===== config.mk =====
export PLATFORM = sky130hd
export DESIGN_NAME = conv2d_patch_mac
export DESIGN_NICKNAME = d
export VERILOG_FILES = /design/src/rtl/conv2d_patch_mac.sv
export SDC_FILE = /design/constraint.sdc
export NUM_CORES = 1
export LEC_CHECK = 0
export ABC_AREA = 1
export CAP_MARGIN = 20
export CORE_ASPECT_RATIO = 0.6
export CORE_MARGIN = 4
export CORE_UTILIZATION = 50
export DETAILED_ROUTE_END_ITERATION = 16
export GPL_TIMING_DRIVEN = 0
export HOLD_SLACK_MARGIN = 0.1
export PLACE_DENSITY = 0.68
export SLEW_MARGIN = 20
export SYNTH_ARGS = -nofsm -noshare
export SYNTH_HDL_FRONTEND = slang
export SYNTH_SLANG_ARGS = --single-unit

===== constraint.sdc =====
create_clock -name clk -period 10.1 [get_ports clk]
set_input_delay 3.03 -clock clk [delete_from_list [all_inputs] [get_ports clk]]
set_output_delay 3.03 -clock clk [all_outputs]
set_load 0.05 [all_outputs]

===== src/rtl/conv2d_patch_mac.sv =====
// Patch MAC: stores a 27-element patch, dots it with 16 ROM weight columns,
// streams requantised Q1.7 results. Optional macro CONV_RELU_EN clamps negatives to 0.
module conv2d_patch_mac #(
   parameter int unsigned KTAPS  = 27,
   parameter int unsigned OUT_CH = 16,
   parameter int unsigned ACC_W  = 24,
   parameter int unsigned SHIFT  = 7
) (
   input  logic        clk,
   input  logic        rst,
   input  logic        in_valid,
   output logic        in_ready,
   input  logic [7:0]  in_data,
   output logic [15:0] w_row,
   output logic [15:0] w_col,
   input  logic [7:0]  w_data,
   output logic        out_valid,
   input  logic        out_ready,
   output logic [7:0]  out_data,
   output logic [3:0]  out_ch,
   output logic        out_last
);

   localparam int unsigned K_W    = $clog2(KTAPS);
   localparam int unsigned CH_W   = $clog2(OUT_CH);
   localparam int unsigned PROD_W = 16;

   typedef enum logic [1:0] {LOAD, MAC, EMIT} state_t;

   state_t                    state, state_nxt;
   logic [K_W-1:0]            k;
   logic [CH_W-1:0]           ch;
   logic signed [ACC_W-1:0]   acc, sum, shifted;
   logic signed [PROD_W-1:0]  prod;
   logic signed [7:0]         patch [KTAPS];
   logic [7:0]                q_sat, q;
   logic                      accept, k_last, ch_last;

   assign in_ready = (state == LOAD) & ~rst;
   assign accept   = in_valid & in_ready;
   assign k_last   = (k == K_W'(KTAPS - 1));
   assign ch_last  = (ch == CH_W'(OUT_CH - 1));
   assign w_row    = 16'(k);
   assign w_col    = 16'(ch);

   // Datapath: one tap per cycle, accumulator cleared implicitly at k == 0.
   assign prod    = PROD_W'(patch[k]) * PROD_W'($signed(w_data));
   assign sum     = ((k == '0) ? '0 : acc) + ACC_W'(prod);
   assign shifted = sum >>> SHIFT;

   // Saturate when the bits above the 8-bit result are not a pure sign extension.
   always_comb begin
      q_sat = shifted[7:0];
      if (!((&shifted[ACC_W-1:7]) || !(|shifted[ACC_W-1:7])))
         q_sat = shifted[ACC_W-1] ? 8'h80 : 8'h7F;
`ifdef CONV_RELU_EN
      q = q_sat[7] ? 8'h00 : q_sat;
`else
      q = q_sat;
`endif
   end

   always_comb begin
      state_nxt = state;
      case (state)
         LOAD:    if (accept && k_last) state_nxt = MAC;
         MAC:     if (k_last) state_nxt = EMIT;
         EMIT:    if (out_ready) state_nxt = ch_last ? LOAD : MAC;
         default: state_nxt = LOAD;
      endcase
   end

   always_ff @(posedge clk) begin
      if (rst) begin
         state     <= LOAD;
         k         <= '0;
         ch        <= '0;
         acc       <= '0;
         out_valid <= 1'b0;
         out_data  <= '0;
         out_ch    <= '0;
         out_last  <= 1'b0;
      end else begin
         state <= state_nxt;
         case (state)
            LOAD: begin
               if (accept) begin
                  k <= k_last ? '0 : k + 1'b1;
                  if (k_last) ch <= '0;
               end
            end
            MAC: begin
               acc <= sum;
               if (k_last) begin
                  out_data  <= q;
                  out_ch    <= 4'(ch);
                  out_last  <= ch_last;
                  out_valid <= 1'b1;
               end else begin
                  k <= k + 1'b1;
               end
            end
            EMIT: begin
               if (out_ready) begin
                  out_valid <= 1'b0;
                  k         <= '0;
                  if (!ch_last) ch <= ch + 1'b1;
               end
            end
            default: ;
         endcase
      end
   end

   // Patch storage needs no reset; a new load overwrites every element.
   always_ff @(posedge clk) begin
      if (!rst && accept) patch[k] <= $signed(in_data);
   end

endmodule


# Word-level counts from Yosys, hierarchy flattened
# Memory sizes are Yosys's and may differ from the RTL's. A register that Yosys moved wholly into a read port is not among the register bits.
# Index checks and enable logic that the tools add are counted.
dict set report word_totals {
  regBits 49
  n_memories 1
  wordCells 69
  mem_bits_rw 216
  out_inout_bits 47
}
dict set report classes {
  n_mul 1
  add_sub_neg 3
  bitwise_logic 3
  n_reduce_logical 17
  muxes 25
  n_eq_ne 11
}
# name depth width read_ports rd_ports_with_merged_regs wr line_no
set memory_table {}
lappend memory_table {patch 27 8 1 1 1 35} ;# logic signed [7:0] patch [KTAPS];
# op count
set op_table {}
lappend op_table {{$mux 5} 6}
lappend op_table {{$add 24x24->24} 1}
lappend op_table {{$mux 24} 1}
lappend op_table {{$mul 8x8->16} 1}
lappend op_table {{$mux 4} 4}
lappend op_table {{$mux 8} 2}
lappend op_table {{$pmux 5 s3} 1}
lappend op_table {{$ne 2x2->1 const B} 6}
lappend op_table {{$reduce_and 10->1} 1}
lappend op_table {{$reduce_or 10->1} 1}
lappend op_table {{$pmux 4 s2} 1}
lappend op_table {{$mux 2} 3}
lappend op_table {{$pmux 2 s3} 1}
lappend op_table {{$reduce_and 3->1} 2}
lappend op_table {{$add 5x1->5 const B} 1}
lappend op_table {{$eq 5x5->1 const B} 1}
lappend op_table {{$logic_not 5->1} 1}
lappend op_table {{$mux 1} 5}
lappend op_table {{$reduce_and 5->1} 1}
lappend op_table {{$add 4x1->4 const B} 1}
lappend op_table {{$eq 4x4->1 const B} 1}
lappend op_table {{$reduce_and 4->1} 1}
lappend op_table {{$reduce_bool 2->1} 2}
lappend op_table {{$reduce_bool 3->1} 1}
lappend op_table {{other kinds (11)} 14}

# Longest topological paths before layout
dict set report logic_depth {
  word_depth 7
  depth_mapped 52
}

# Least setup slack after synthesis
# No wires, ideal clock.
dict set report synth_path {
  path_kind {input to register}
  start {input w_data[0]}
  end {register out_data[0]}
  setup_time_ps 125
  slack_ps 1254
  arrival_ps 8722
  required_time_ps 9975
  cell_stages 39
  cell_sequence {inv_1 nor2_1 inv_1 fa_1 fa_1 inv_1 fa_1 inv_1 fa_1 inv_1 ha_1 a21oi_1 nand2_1 nand2_1 nand2_1 a21oi_1 nor2_1 nor2_1 [... 3 more ...] nand2_1 a21oi_1 nor2_1 xnor2_1 ha_1 nand2_1 nor3_1 nand4_1 nand3_1 nand4_1 nand2_1 nand2_1 nand2_1 nand3_1 nor2_1 nand3_4 a21oi_4 a21oi_1}
}
dict set report synth_via {
  elab_chain_cells 6
  elab_cells_between_ends 8
  classes_between {add/sub: 1; mul: 1; mux: 2; reduce/logical: 4}
}
# item line_no
set synth_rtl {}
lappend synth_rtl {{start, declared} 16} ;# input logic [7:0] w_data,
lappend synth_rtl {{$mul 8x8->16 (*)} 47} ;# assign prod = PROD_W'(patch[k]) * PROD_W'($signed(w_data));
lappend synth_rtl {{$add 24x24->24 (*)} 48} ;# assign sum = ((k == '0) ? '0 : acc) + ACC_W'(prod);
lappend synth_rtl {{$reduce_or 10->1} 54} ;# if (!((&shifted[ACC_W-1:7]) || !(|shifted[ACC_W-1:7])))
lappend synth_rtl {{$logic_not 1->1} 54}
lappend synth_rtl {{$logic_or 1x1->1} 54}
lappend synth_rtl {{$mux 8 (*)} 54}
lappend synth_rtl {{end signal, assigned} 95} ;# out_data <= q;
lappend synth_rtl {{end, declared} 19} ;# output logic [7:0] out_data,
# Every way passes the cells marked *; elsewhere a longest branch is shown, timed or not.
# A chain may end at the register's enable or synchronous reset.

# Final worst setup path
dict set report layout_path {
  start {input w_data[0]}
  end {register out_data[4]}
}
# Same word-level chain as after synthesis.

==> flow_summary.yaml <==
clocking:
  cts-htree-levels: 1
  clock-sinks: 270
  path_clk_slew_ns: 0.06
  clkLatencyLatePin_ns: 0.54
  root_buffer: "clkbuf_16"
  cts_buffers: 24
  clock_path_buffers: 3
  cts_tree: "done"
  cts_hold_buf: 0
grt:
  antenna_found_initial: 1
  grt_max_degree: 28
  grt_util_all_layers: 0.240
  grt_pass1_wl_mm: 61.2
  grt_pass1_vias: 10600
  grt_overflow: 0
setup_path:
  setup.worst_path.end_class: "register"
  start_kind: "primary input"
  worst-endpoint-required_ns: 10.51
  cpMostUsedCell: "nand2_1"
  cp_max_fo: 8
  slowest_stage: "fa_1"
  r2r_cells: 48
  path_class: "in -> reg"
  startpoint: "w_data[0]"
  critPathArrivalTime_ns: 9.99
  max_stage_delay_ns: 0.53
  r2r_setup_slack_ns: 0.89
  setup.worst_path.end: "out_data[4]"
  r2r-end: "out_data[4]"
synth:
  synthesis.area_um2: 15000
  ys_seq_elements: 270
  yosys.area.top_type: "edfxtp_1"
  avgSynthCellArea_um2: 9.59
  seq_area_frac_synth: 0.506
  synth_cells: 1559
  synth_flop_cell: "edfxtp_1"
  synthTopCellsByArea: "edfxtp_1 (43%), fa_1 (7.5%), dfxtp_1 (7.2%)"
  synth_warnings: 0
  yosys.cell_types.count: 40
  synth_top_area_share: 0.434
  synth_edf_count: 216
  ys_async_sr_fraction: 0
  yosys.cell_count.top_type: "nor2_1"
  synth_common_cells: "nor2_1 (244), edfxtp_1 (216), nand2_1 (212)"
floorplan:
  core_um2: 29100
  num_rows: 48
  start_util: 0.514
  die_h_um: 142
  io_pins: 67
  die_w_um: 231
  die_area_um2: 32800
sta:
  final.period_utilization: 0.948
  max_slew.worst_pin.slew_ns: 1.18
  skew_ns: 0.0111
  setup_viol: 0
  relSlewSlack: 0.212
  slew_viol_final: 0
  max_freq_ghz: 0.104
  hold_viol_final: 0
  min_period_ns: 9.58
placed_design:
  dp_hpwl_mm: 29.9
  port_buffers: 43
  globalplace.congestion: 0.909
  dp_cells: 2024
finish:
  seqCellArea_um2: 7570
  fillCellCount: 2531
  final_layout_size_suffix_gt1_frac: 0.0796
  layout.nets: 1788
  multiInputGateArea_um2: 6380
  antenna_cells: 0
  synthToLayoutAreaGrowth_pct: 12.6
  instances_no_fill: 2070
route:
  met3_wirelength_mm: 5.43
  drt-initial-drc-count: 1494
  routed_wl_mm: 39.8
  dr.pass1.iters: 6
  met2_wirelength_mm: 14.6
  wl_per_cell_um: 19.2
  drt-met1-wl_mm: 19.4
  drcViolationCount: 0
  top_layer_used: "met4"
  vias_per_cell: 5.57
  vias: 11500
  ant_nets: 0
hold_path:
  hold_class: "reg -> reg"
status:
  status: "finished, final reports clean"
run:
  drv_cap: 0
==> how the worst min path moves through the flow <==
| stage | to | startpoint | cells past startpoint | slack (ns) |
|---|---|---|---|---|
| finish | out_data[7] | out_data[7] | 2 | 0.49 |
| floorplan | acc[14] | acc[14] | 2 | 0.45 |
| global placement | out_data[7] | out_data[7] | 2 | 0.46 |
| global route | out_valid | out_valid | 2 | 0.51 |
| detailed placement | acc[16] | acc[16] | 2 | 0.46 |
| CTS | acc[16] | acc[16] | 2 | 0.48 |
==> area by class of cell <==
class,count,area share
timing repair buffer,47,0.0276
clock buffer,33,0.0406
clock inverter,9,0.00468
buffer,78,0.0225
inverter,211,0.0470
multi-input combinational,1022,0.379
sequential,270,0.449
tap,400,0.0297
==> cell families (layout without fill, tap and decap cells) <==
family | Yosys count | after routing | share of synthesized area
AO/OA/AOI/OAI | 285 | 285 | 0.113
XOR/XNOR | 27 | 27 | 0.0158
adder cells (fa/ha/maj) | 114 | 114 | 0.123
buffers and inverters | 289 | 378 | 0.0783
flip-flops | 270 | 270 | 0.506
other | 1 | 23 | 0.000251
AND/OR/NAND/NOR | 573 | 573 | 0.163
==> critical path: cells and delay by family <==
kind	cells	cell delay, ns
and+or+nand+nor	20	2.10
adders and majority gates	6	2.78
buffers and inverters	9	1.01
AOI/OAI and AO/OA	6	0.93
xor gates and xnor gates	1	0.13
==> state kept, by name (all words and copies together) (netlist names), 2 cells and up, named ones only <==
signal	cells
patch	216
ch	4
acc	24
state	2
k	5
out_ch	4
out_data	8
==> metrics by stage <==
step / utilization / instance area [um^2] / setup WS (ns) / setup TNS [ns] / hold WS [ns]
5_1_grt: 0.578 / 16800 / -0.0181 / -0.0217 / 0.508
6_report: 0.578 / 16800 / 0.522 / 0 / 0.485
3_5_place_dp: 0.548 / 16000 / -0.292 / -1.98 / 0.464
3_3_place_gp: 0.548 / 16000 / -0.160 / -1.10 / 0.459
4_1_cts: 0.575 / 16700 / 0.226 / 0 / 0.483
2_1_floorplan: - / 15000 / 1.25 / 0 / 0.450
==> per-layer routing <==
metal  up-vias  track usage
li1       5393            -
met1      5478        0.415
met2       613        0.293
met3        39       0.0706
met4         0       0.0345
met5         -            0
==> placed cells by master (no fill, tap or decap), drive strengths merged, types with 4 or more instances in the layout <==
master	n
a21oi	63
a31oi	4
buf	29
clkbuf	86
clkdlybuf4s50	41
clkinv	7
conb	23
dfxtp	54
edfxtp	216
fa	56
ha	58
inv	211
nand2	231
nand3	72
nand4	11
nor2	249
nor3	9
o211ai	15
o21ai	147
o221ai	47
xnor2	9
xor2	18
==> repair_timing <==
item	in CTS	in global routing
setup buffers	0	4
resized for setup	0	19
setup endpoints to repair	0	9
Power is left out: the tool's default activity adds up to more than one toggle a clock period on the data nets, which glitch-free logic cannot reach.
